### src/rtl/data_cache.sv
`timescale 1ns/1ps
// ---------------------------------------------------------------------------
// data_cache
//
// Direct-mapped, write-back, write-allocate data cache between the pipeline
// MEM stage and a line-wide backing data memory. Load and store hits complete
// in the same cycle they are presented. A miss stalls the requester while a
// dirty victim is written back and the requested line is fetched. The
// requester keeps its request asserted throughout, and the request then hits
// ("replay") once the fill has landed.
//
// Ports
//   clk, reset        clock; synchronous active-high reset
//   is_input_valid    MEM stage presents a load or store
//   addr              byte address (bits [1:0] ignored)
//   mem_rw            1 = store, 0 = load
//   din               store data
//   is_ready          cache is idle and can evaluate a request
//   is_output_valid   request completes this cycle
//   is_hit            current request hits
//   dout              load data (valid with is_output_valid && !mem_rw)
//   mem_req/mem_we    backing-memory request; 1 = write-back, 0 = fetch
//   mem_addr          line-aligned byte address of the transaction
//   mem_wdata         victim line, word 0 in the LSBs
//   mem_rdata         fetched line, word 0 in the LSBs
//   mem_ack           one-cycle pulse completing the current transaction
//   num_hits          hit counter (replay hits not counted)
//   num_misses        miss counter
// ---------------------------------------------------------------------------
module data_cache #(
  parameter int NUM_SETS   = 16,
  parameter int LINE_WORDS = 4
) (
  input  logic                    clk,
  input  logic                    reset,
  input  logic                    is_input_valid,
  input  logic [31:0]             addr,
  input  logic                    mem_rw,
  input  logic [31:0]             din,
  output logic                    is_ready,
  output logic                    is_output_valid,
  output logic                    is_hit,
  output logic [31:0]             dout,
  output logic                    mem_req,
  output logic                    mem_we,
  output logic [31:0]             mem_addr,
  output logic [32*LINE_WORDS-1:0] mem_wdata,
  input  logic [32*LINE_WORDS-1:0] mem_rdata,
  input  logic                    mem_ack,
  output logic [31:0]             num_hits,
  output logic [31:0]             num_misses
);

  localparam int OFF_W = $clog2(LINE_WORDS);
  localparam int IDX_W = $clog2(NUM_SETS);
  localparam int TAG_W = 32 - OFF_W - IDX_W - 2;

  typedef enum logic [1:0] {
    IDLE      = 2'd0,
    WRITEBACK = 2'd1,
    ALLOCATE  = 2'd2
  } state_t;

  state_t state;

  // Per-line state. Valid/dirty are reset; tags and data are plain storage.
  logic [NUM_SETS-1:0] valid_bits;
  logic [NUM_SETS-1:0] dirty_bits;
  logic [TAG_W-1:0]    tags  [NUM_SETS];
  logic [31:0]         lines [NUM_SETS][LINE_WORDS];

  // Set when a fill completes so the replayed hit is not counted as a hit.
  logic replay;

  logic [OFF_W-1:0] req_offset;
  logic [IDX_W-1:0] req_index;
  logic [TAG_W-1:0] req_tag;
  logic             line_hit;
  logic             in_idle;
  logic             mem_done;
  logic             unused_addr_bits;

  // Address decomposition: | tag | index | word offset | byte offset |
  assign req_offset       = addr[2 +: OFF_W];
  assign req_index        = addr[OFF_W+2 +: IDX_W];
  assign req_tag          = addr[31 -: TAG_W];
  assign unused_addr_bits = ^addr[1:0];

  assign line_hit = valid_bits[req_index] && (tags[req_index] == req_tag);

  // Reset forces all handshake outputs low even though the state register
  // only clears at the next edge.
  assign in_idle         = (state == IDLE) && !reset;
  assign is_ready        = in_idle;
  assign is_hit          = in_idle && is_input_valid && line_hit;
  assign is_output_valid = is_hit;
  assign dout            = lines[req_index][req_offset];

  assign mem_req  = (state != IDLE) && !reset;
  assign mem_we   = (state == WRITEBACK);
  assign mem_done = mem_req && mem_ack;

  // The victim sits at the requested index, so only the tag differs between
  // the write-back address and the fetch address.
  always_comb begin
    if (state == WRITEBACK) begin
      mem_addr = {tags[req_index], req_index, {(OFF_W+2){1'b0}}};
    end else begin
      mem_addr = {req_tag, req_index, {(OFF_W+2){1'b0}}};
    end
  end

  always_comb begin
    mem_wdata = '0;
    for (int w = 0; w < LINE_WORDS; w++) begin
      mem_wdata[32*w +: 32] = lines[req_index][w];
    end
  end

  // Control state machine, valid/dirty bookkeeping and performance counters.
  always_ff @(posedge clk) begin
    if (reset) begin
      state      <= IDLE;
      valid_bits <= '0;
      dirty_bits <= '0;
      replay     <= 1'b0;
      num_hits   <= '0;
      num_misses <= '0;
    end else begin
      case (state)
        IDLE: begin
          if (is_input_valid) begin
            if (line_hit) begin
              if (!replay) begin
                num_hits <= num_hits + 32'd1;
              end
              replay <= 1'b0;
              if (mem_rw) begin
                dirty_bits[req_index] <= 1'b1;
              end
            end else begin
              num_misses <= num_misses + 32'd1;
              if (valid_bits[req_index] && dirty_bits[req_index]) begin
                state <= WRITEBACK;
              end else begin
                state <= ALLOCATE;
              end
            end
          end
        end
        WRITEBACK: begin
          if (mem_done) begin
            state <= ALLOCATE;
          end
        end
        ALLOCATE: begin
          if (mem_done) begin
            valid_bits[req_index] <= 1'b1;
            dirty_bits[req_index] <= 1'b0;
            replay                <= 1'b1;
            state                 <= IDLE;
          end
        end
        default: begin
          state <= IDLE;
        end
      endcase
    end
  end

  // Tag and data storage: line fill on fetch completion, word write on a
  // store hit. The two never coincide because a fill only happens outside
  // IDLE.
  always_ff @(posedge clk) begin
    if (!reset) begin
      if (state == ALLOCATE && mem_done) begin
        tags[req_index] <= req_tag;
        for (int w = 0; w < LINE_WORDS; w++) begin
          lines[req_index][w] <= mem_rdata[32*w +: 32];
        end
      end else if (is_hit && mem_rw) begin
        lines[req_index][req_offset] <= din;
      end
    end
  end

endmodule

### config.mk
export PLATFORM = sky130hd
export DESIGN_NAME = data_cache
export DESIGN_NICKNAME = d
export VERILOG_FILES = /design/src/rtl/data_cache.sv
export SDC_FILE = /design/constraint.sdc
export NUM_CORES = 2
export LEC_CHECK = 0
export CORE_MARGIN = 4
export CORE_UTILIZATION = 25
export CTS_BUF_LIST = sky130_fd_sc_hd__clkbuf_16
export DETAILED_ROUTE_END_ITERATION = 8
export PLACE_DENSITY = 0.47
export SKIP_LAST_GASP = 1
export SLEW_MARGIN = 25
export SYNTH_ARGS = -nofsm -noshare
export SYNTH_HDL_FRONTEND = slang
export SYNTH_SLANG_ARGS = --single-unit
### constraint.sdc
create_clock -name clk -period 8.38 [get_ports clk]
set_input_delay 1.676 -clock clk [delete_from_list [all_inputs] [get_ports clk]]
set_output_delay 1.676 -clock clk [all_outputs]
set_load 0.005 [all_outputs]
# Yosys cells after proc, flatten, opt, wreduce, memory -nomap -nowiden

Memories as Yosys holds them, arrays and structs flattened.
Index checks and enable logic that the tools add are counted.

Bits in latches: 0
ROM bits: 0
Logic and storage cells: 341
Output and inout port bits: 261
Bits in writable memories: 2432
Register bits after elaboration: 99
Memories: 2

Memory list:

| name  | depth | width | read ports | clocked after memory_dff | write ports | RTL line | source |
|---|---|---|---|---|---|---|---|
| lines | 16    | 128   | 1          | 0                        | 1           | 70       | `logic [31:0] lines [NUM_SETS][LINE_WORDS];` |
| tags  | 16    | 24    | 1          | 0                        | 1           | 69       | `logic [TAG_W-1:0] tags [NUM_SETS];` |

Multiplexer cells: 162
Reductions and logical operators: 21
Div/mod/pow operators: 0
Multipliers: 0
$lt $le $gt $ge: 4
Equality and inequality tests: 9
Shift-type cells: 0
$add $sub $neg: 2
Bitwise logic cells: 135

Operators with widths:

| cell                                                        | count |
|---|---|
| 2-to-1 mux 1 bit                                            | 140 |
| 2-to-1 mux 128 bit                                          | 1 |
| 2-to-1 mux 32 bit                                           | 4 |
| OR 1 bit                                                    | 128 |
| adder 32 x 1 -> 32 bit (second input constant)              | 2 |
| binary-select mux 32 bit (select 2 bit)                     | 1 |
| demux 32 bit (select 2 bit)                                 | 1 |
| 2-to-1 mux 16 bit                                           | 4 |
| OR 16 bit                                                   | 2 |
| case mux 16 bit (2 select lines)                            | 1 |
| == test 24 bit                                              | 1 |
| bitwise AND 16 bit                                          | 1 |
| NOT 16 bit                                                  | 1 |
| AND reduction 4 bit                                         | 3 |
| logical AND 1 bit                                           | 11 |
| 2-to-1 mux 2 bit                                            | 5 |
| inequality test 2 bit (second input constant)               | 5 |
| binary-select mux 1 bit (select 4 bit)                      | 2 |
| case mux 2 bit (3 select lines)                             | 1 |
| less-than comparator 4 x 5 -> 1 bit (second input constant) | 1 |
| AND reduction 5 bit                                         | 1 |
| demux 1 bit (select 4 bit)                                  | 1 |
| >= comparator 4 x 1 -> 1 bit (second input constant)        | 1 |
| nonzero test 2 bit                                          | 2 |
| other kinds (12)                                            | 13 |

# Logic depth before layout (Yosys ltp)

Word-level depth: 10
Depth in mapped cells: 18
Depth with buffers taken out: 9

# Worst setup path before layout

No wires, ideal clock.

Path type: input port to flip-flop
From: in addr[5]
To: mem lines[13][100] (netlist bit), enable pin
Buffers on the path: 9
Stages: 18
Data arrival time: 6.328 ns
Setup slack: 1.620 ns
Cells stage by stage: buf_6 > buf_6 > buf_6 > buf_4 > buf_2 > mux2i_1 > a22oi_1 > nand2_1 > o221ai_1 > o31ai_1 > o2111ai_2 > nor4_4 > buf_6 > nand3_2 > buf_6 > buf_6 > buf_2 > a21oi_1

Longest elaborated chain between the ends: 10
Elaborated cells on any way between the ends: 12

Ends and longest elaborated chain:

| what                                                                           | RTL line | source |
|---|---|---|
| from (decl)                                                                    | 37       | `input logic [31:0] addr,` |
| memory (16 x 24 bit) or binary-select mux 1 bit (select 4 bit) (tied branches) | n/a      |  |
| == test 24 bit or 2-to-1 mux 1 bit (tied branches)                             | 89       | `assign line_hit = valid_bits[req_index] && (tags[req_index] == req_tag);` |
| logical AND 1 bit                                                              | 89       |  |
| logical AND 1 bit                                                              | 95       | `assign is_hit = in_idle && is_input_valid && line_hit;` |
| logical AND 1 bit                                                              | 181      | `end else if (is_hit && mem_rw) begin` |
| 2-to-1 mux 1 bit                                                               | 181      |  |
| 2-to-1 mux 1 bit                                                               | 176      | `if (state == ALLOCATE && mem_done) begin` |
| 2-to-1 mux 1 bit                                                               | 175      | `if (!reset) begin` |
| 2-to-1 mux 128 bit (not written as such)                                       | 182      | `lines[req_index][req_offset] <= din;` |
| OR 1 bit (no source line)                                                      | n/a      |  |
| to (decl)                                                                      | 70       |  |

Parallel ways exist; a longest one is shown, timed or not. The select of a mux whose other input is x is not followed.

# Worst setup path in the final report

From: in addr[5]
To: out is_output_valid

Longest elaborated chain between the ends: 4
Elaborated cells on any way between the ends: 6

Ends and longest elaborated chain:

| what                                                                           | RTL line | source |
|---|---|---|
| memory (16 x 24 bit) or binary-select mux 1 bit (select 4 bit) (tied branches) | n/a      |  |
| == test 24 bit or 2-to-1 mux 1 bit (tied branches)                             | 89       |  |
| logical AND 1 bit *                                                            | 89       |  |
| logical AND 1 bit *                                                            | 95       |  |
| to (decl)                                                                      | 41       | `output logic is_output_valid,` |

Mark *: on every way between the ends. The rest lies on a longest branch, timed or not. The select of a mux whose other input is x is not followed.

==> flow_results.org <==
** Floorplanning
- Y dimension of the die :: 640.3 microns
- In this run the core area contains 231 standard-cell rows.
- From left edge to right edge, the die measures 640.3 microns.
- Number of placed I/O pins :: 458
- Full die area :: 409900 sq um
- Initial core utilization :: 0.2517
- The region available for standard cell placement spans 397100 sq um.

** Critical path
- Type of the worst setup path :: primary input to primary output
- Register-to-register path setup slack :: 3.18 ns
- Reg-to-reg endpoint :: lines[12][41]$_DFFE_PP_
- CP Data Arrival Time :: 5.83 ns
- Sort of element at the end of the critical path :: primary output
- CP startpoint kind :: primary input
- Reg2Reg Depth :: 11
- In this design, the stage delay of the slowest critical-path cell is 0.62 ns.
- Slowest library cell on the worst path :: sky130_fd_sc_hd__clkdlybuf4s50_1
- For the worst setup path, the data required time is 6.70 ns.
- Sequence of cells on the critical path :: buf_8 > mux4_2 > mux2i_1 > xnor2_1 > nor4_2 > a21oi_1 > nor4_1 > nand3_1 > nor3_1 > clkdlybuf4s50_1
- Peak fanout along the critical path :: 69
- The worst register-to-register path begins at tags[10][17]$_DFFE_PP_.

** Pwr
- Across the VDD grid, the largest voltage drop is 140.9 uV.
- In this run the static leakage power is 37.45 nW.
- Power per unit of standard cell area :: 230.2 nW/um^2

** Logic synthesis
- Number of instances in the synthesized netlist :: 4528
- Simple-gate portion of the synthesized area :: 0.02236
- For this run, the leading register cell type out of synthesis is sky130_fd_sc_hd__edfxtp_1.
- Synth Cell Area :: 99940 sq um
- Fraction of registers with async set or reset after synthesis :: 0
- Averaged over all synthesized cells, the footprint is 22.07 sq um.
- After synthesis, the largest family of logic cells by area is multiplexers.
- Number of synthesized flops with an enable pin :: 2432
- FF+latch count, synth :: 2531
- The synthesized netlist contains 73 unique library cells.
- Of the total synthesized cell area, the portion taken by XOR and XNOR cells is 0.002980.
- The post-synthesis compound-gate area fraction was 0.01664.
- Mux cell area share after synthesis :: 0.1943
- Yosys printed 0 warnings.
- Sequential-to-total area share from yosys stat :: 0.7506
- Of the total synthesized cell area, the portion taken by full adders, half adders and majority gates is 0.0002504.

** Routing
- Remaining routing DRC violations :: 0
- Using the TritonRoute via totals, the vias-per-cell ratio works out to 4.798.
- Drt initial violations :: 5338
- The first detailed-routing pass ran for 7 iterations.
- Wires add up to 333.8 mm.
- Detail Route Antenna Nets :: 0
- The final route contains 51476 vias.
- WL per Instance :: 31.11 microns

** Clocking
- After clock tree synthesis, the flow added hold-fix buffers numbering 0.
- The H-tree was split into 5 levels.
- The root buffer cell chosen for the clock tree is sky130_fd_sc_hd__clkbuf_16.
- Gates resized during post-CTS repair numbered 0.
- Buffers inserted by post-CTS timing repair :: 0
- TritonCTS built the clock tree.
- TritonCTS sink count :: 2531
- Source-to-sink clock delay at the later pin of the worst-skew pair :: 0.93 ns
- Total clock buffers created by CTS :: 292
- The clock passes through at most 4 buffers.
- Clock transition at the registers of the reported paths :: 0.05 ns

** STA
- The worst path in the final design needs a cycle of 7.509 ns, including I/O delays and setup.
- Worst hold slack after final layout :: 0.4707 ns
- Slew Limit Fails :: 0
- Worst-case clock skew :: 0.07690 ns
- Setup violations remaining at the end of the flow were counted as 0.
- Fmax :: 133.2 MHz
- Setup total negative slack on the finished layout was measured at 0 ns.
- Final critical-path share of the clock period :: 0.8960
- At the pin with the least slew margin, the transition time is 1.159 ns.
- The count of final hold-check violations is 0.
- Setup repair after global routing left no endpoint under its margin.
- In this run the tightest slew margin relative to its limit is 0.2276.

** GRT
- The initial antenna violation count came to 80.
- The number of global-route vias before repair was 51828.
- Overflow after GRT :: 0
- Pin count of the biggest net entering global routing :: 135
- In the global route stage, overall resource usage came out at 0.1589.
- The first global-routing pass estimated 449.8 mm of wire.

** Finish
- Area Growth Syn to Fin :: 22.50%
- In the final design database the tool counted 5401 nets.
- Of the cells placed in the final design, the portion with a size suffix greater than 1 is 0.2941.
- Final cell count without fillers :: 10729

** Placement
- Detailed Place HPWL :: 207.5 mm
- During placement, the flow inserted port buffers numbering 451.
- The congestion estimate from routability-driven global placement came to 0.7715.
- Instance count after placement with tap cells included :: 10149

** Worst hold path
- Along the worst hold path, the cell count comes to 2.
- The min-delay analysis places its worst path in the category flop to flop.

** Run status
- Status :: complete, no violations

** Job
- Max capacitance violation total :: 0
## synth_stat cells (22+ instances only)
| library cell | count | share of area |
|---|---|---|
| sky130_fd_sc_hd__a21oi_1 | 130 | 0.0065 |
| sky130_fd_sc_hd__xnor2_1 | 23 | 0.0020 |
| sky130_fd_sc_hd__clkbuf_1 | 155 | 0.0058 |
| sky130_fd_sc_hd__nand3_1 | 56 | 0.0028 |
| sky130_fd_sc_hd__buf_1 | 54 | 0.0020 |
| sky130_fd_sc_hd__nor2_1 | 91 | 0.0034 |
| sky130_fd_sc_hd__or4_1 | 26 | 0.0020 |
| sky130_fd_sc_hd__edfxtp_1 | 2432 | 0.73 |
| sky130_fd_sc_hd__nand2_1 | 118 | 0.0044 |
| sky130_fd_sc_hd__nor2b_1 | 22 | 0.0014 |
| sky130_fd_sc_hd__buf_2 | 25 | 0.0013 |
| sky130_fd_sc_hd__o21ai_0 | 55 | 0.0028 |
| sky130_fd_sc_hd__mux2_2 | 131 | 0.015 |
| sky130_fd_sc_hd__mux4_2 | 763 | 0.17 |
| sky130_fd_sc_hd__mux2i_1 | 60 | 0.0060 |
| sky130_fd_sc_hd__or3_1 | 31 | 0.0019 |
| sky130_fd_sc_hd__dfxtp_1 | 99 | 0.020 |
## state kept, by name (all words and copies together) (netlist names), named ones only
| name | count |
|---|---|
| num_misses | 32 |
| lines | 2048 |
| num_hits | 32 |
| replay | 1 |
| state | 2 |
| valid_bits | 16 |
| tags | 384 |
## cell type report
class                   instances  area, sq um
diodes                         53        132.6
clock buffers                 296         7407
clock inverters               230         1914
fillers                     38330       274700
inverters                      17        63.81
multi-input cells            1717        24500
flip-flops and latches       2531        75010
well taps                    5242         6559
repair buffers                643         6839
## worst max-delay path: cells and delay by family
| kind | cells | cell delay (ns) |
|---|---|---|
| AO/OA/AOI/OAI | 1 | 0.19 |
| AND/OR/NAND/NOR | 4 | 1.59 |
| multiplexers | 2 | 0.92 |
| buffers and inverters | 2 | 1.22 |
| XOR/XNOR | 1 | 0.17 |
## how the worst max path moves through the flow
| stage | start | to | cells after the start |
|---|---|---|---|
| 6_report | addr[5] | is_output_valid | 10 |
| 4_1_cts | addr[5] | is_output_valid | 10 |
| 5_1_grt | addr[5] | is_output_valid | 10 |
| 2_1_floorplan | addr[5] | lines[13][100]$_DFFE_PP_ | 18 |
| 3_5_place_dp | addr[5] | is_output_valid | 10 |
| 3_3_place_gp | addr[5] | is_output_valid | 11 |
## through the flow
stage / utilization / area [sq um] / setup slack (ns) / total power (W)
after CTS: 0.3079 / 122300 / 0.6272 / 0.02851
after floorplan: - / 99950 / 1.620 / 0.01499
after global routing: 0.3081 / 122400 / 0.5345 / 0.02910
after detailed placement: 0.2844 / 112900 / 0.6411 / 0.01605
final: 0.3083 / 122400 / 0.8714 / 0.02818
after global placement: 0.2844 / 112900 / 0.6292 / 0.01603
## logic make-up after synthesis
logic type	after synthesis
XOR/XNOR	34
multiplexers	966
AO/OA/AOI/OAI	276
adder cells (fa/ha/maj)	2
flip-flops	2531
AND/OR/NAND/NOR	435
other	1
buffers and inverters	283
## metal layers
layer,GRT usage,wire [microns],up-vias,part of all wire
met2,0.2658,164900,1995,0.49
met1,0.2090,133900,28359,0.40
met3,0.03319,26200,405,0.078
met4,0.04283,8573,18,0.026
met5,0,126,-,0.00038
li1,-,-,20699,-
## cells in the final DEF (no fill, tap or decap), types with 76 or more instances in the layout
cell / instances
sky130_fd_sc_hd__a21oi_1: 76
sky130_fd_sc_hd__buf_4: 122
sky130_fd_sc_hd__clkbuf_16: 296
sky130_fd_sc_hd__clkdlybuf4s50_1: 438
sky130_fd_sc_hd__clkinv_1: 80
sky130_fd_sc_hd__dfxtp_1: 99
sky130_fd_sc_hd__edfxtp_1: 2432
sky130_fd_sc_hd__mux2_2: 131
sky130_fd_sc_hd__mux4_2: 763
sky130_fd_sc_hd__nand2_1: 117
## where the power goes
group          internal, W  switching, W
registers           0.0139    0.00000721
logic             0.000742       0.00112
clock network      0.00722       0.00522
total               0.0218       0.00634
Power figures use the tool's default switching activity.
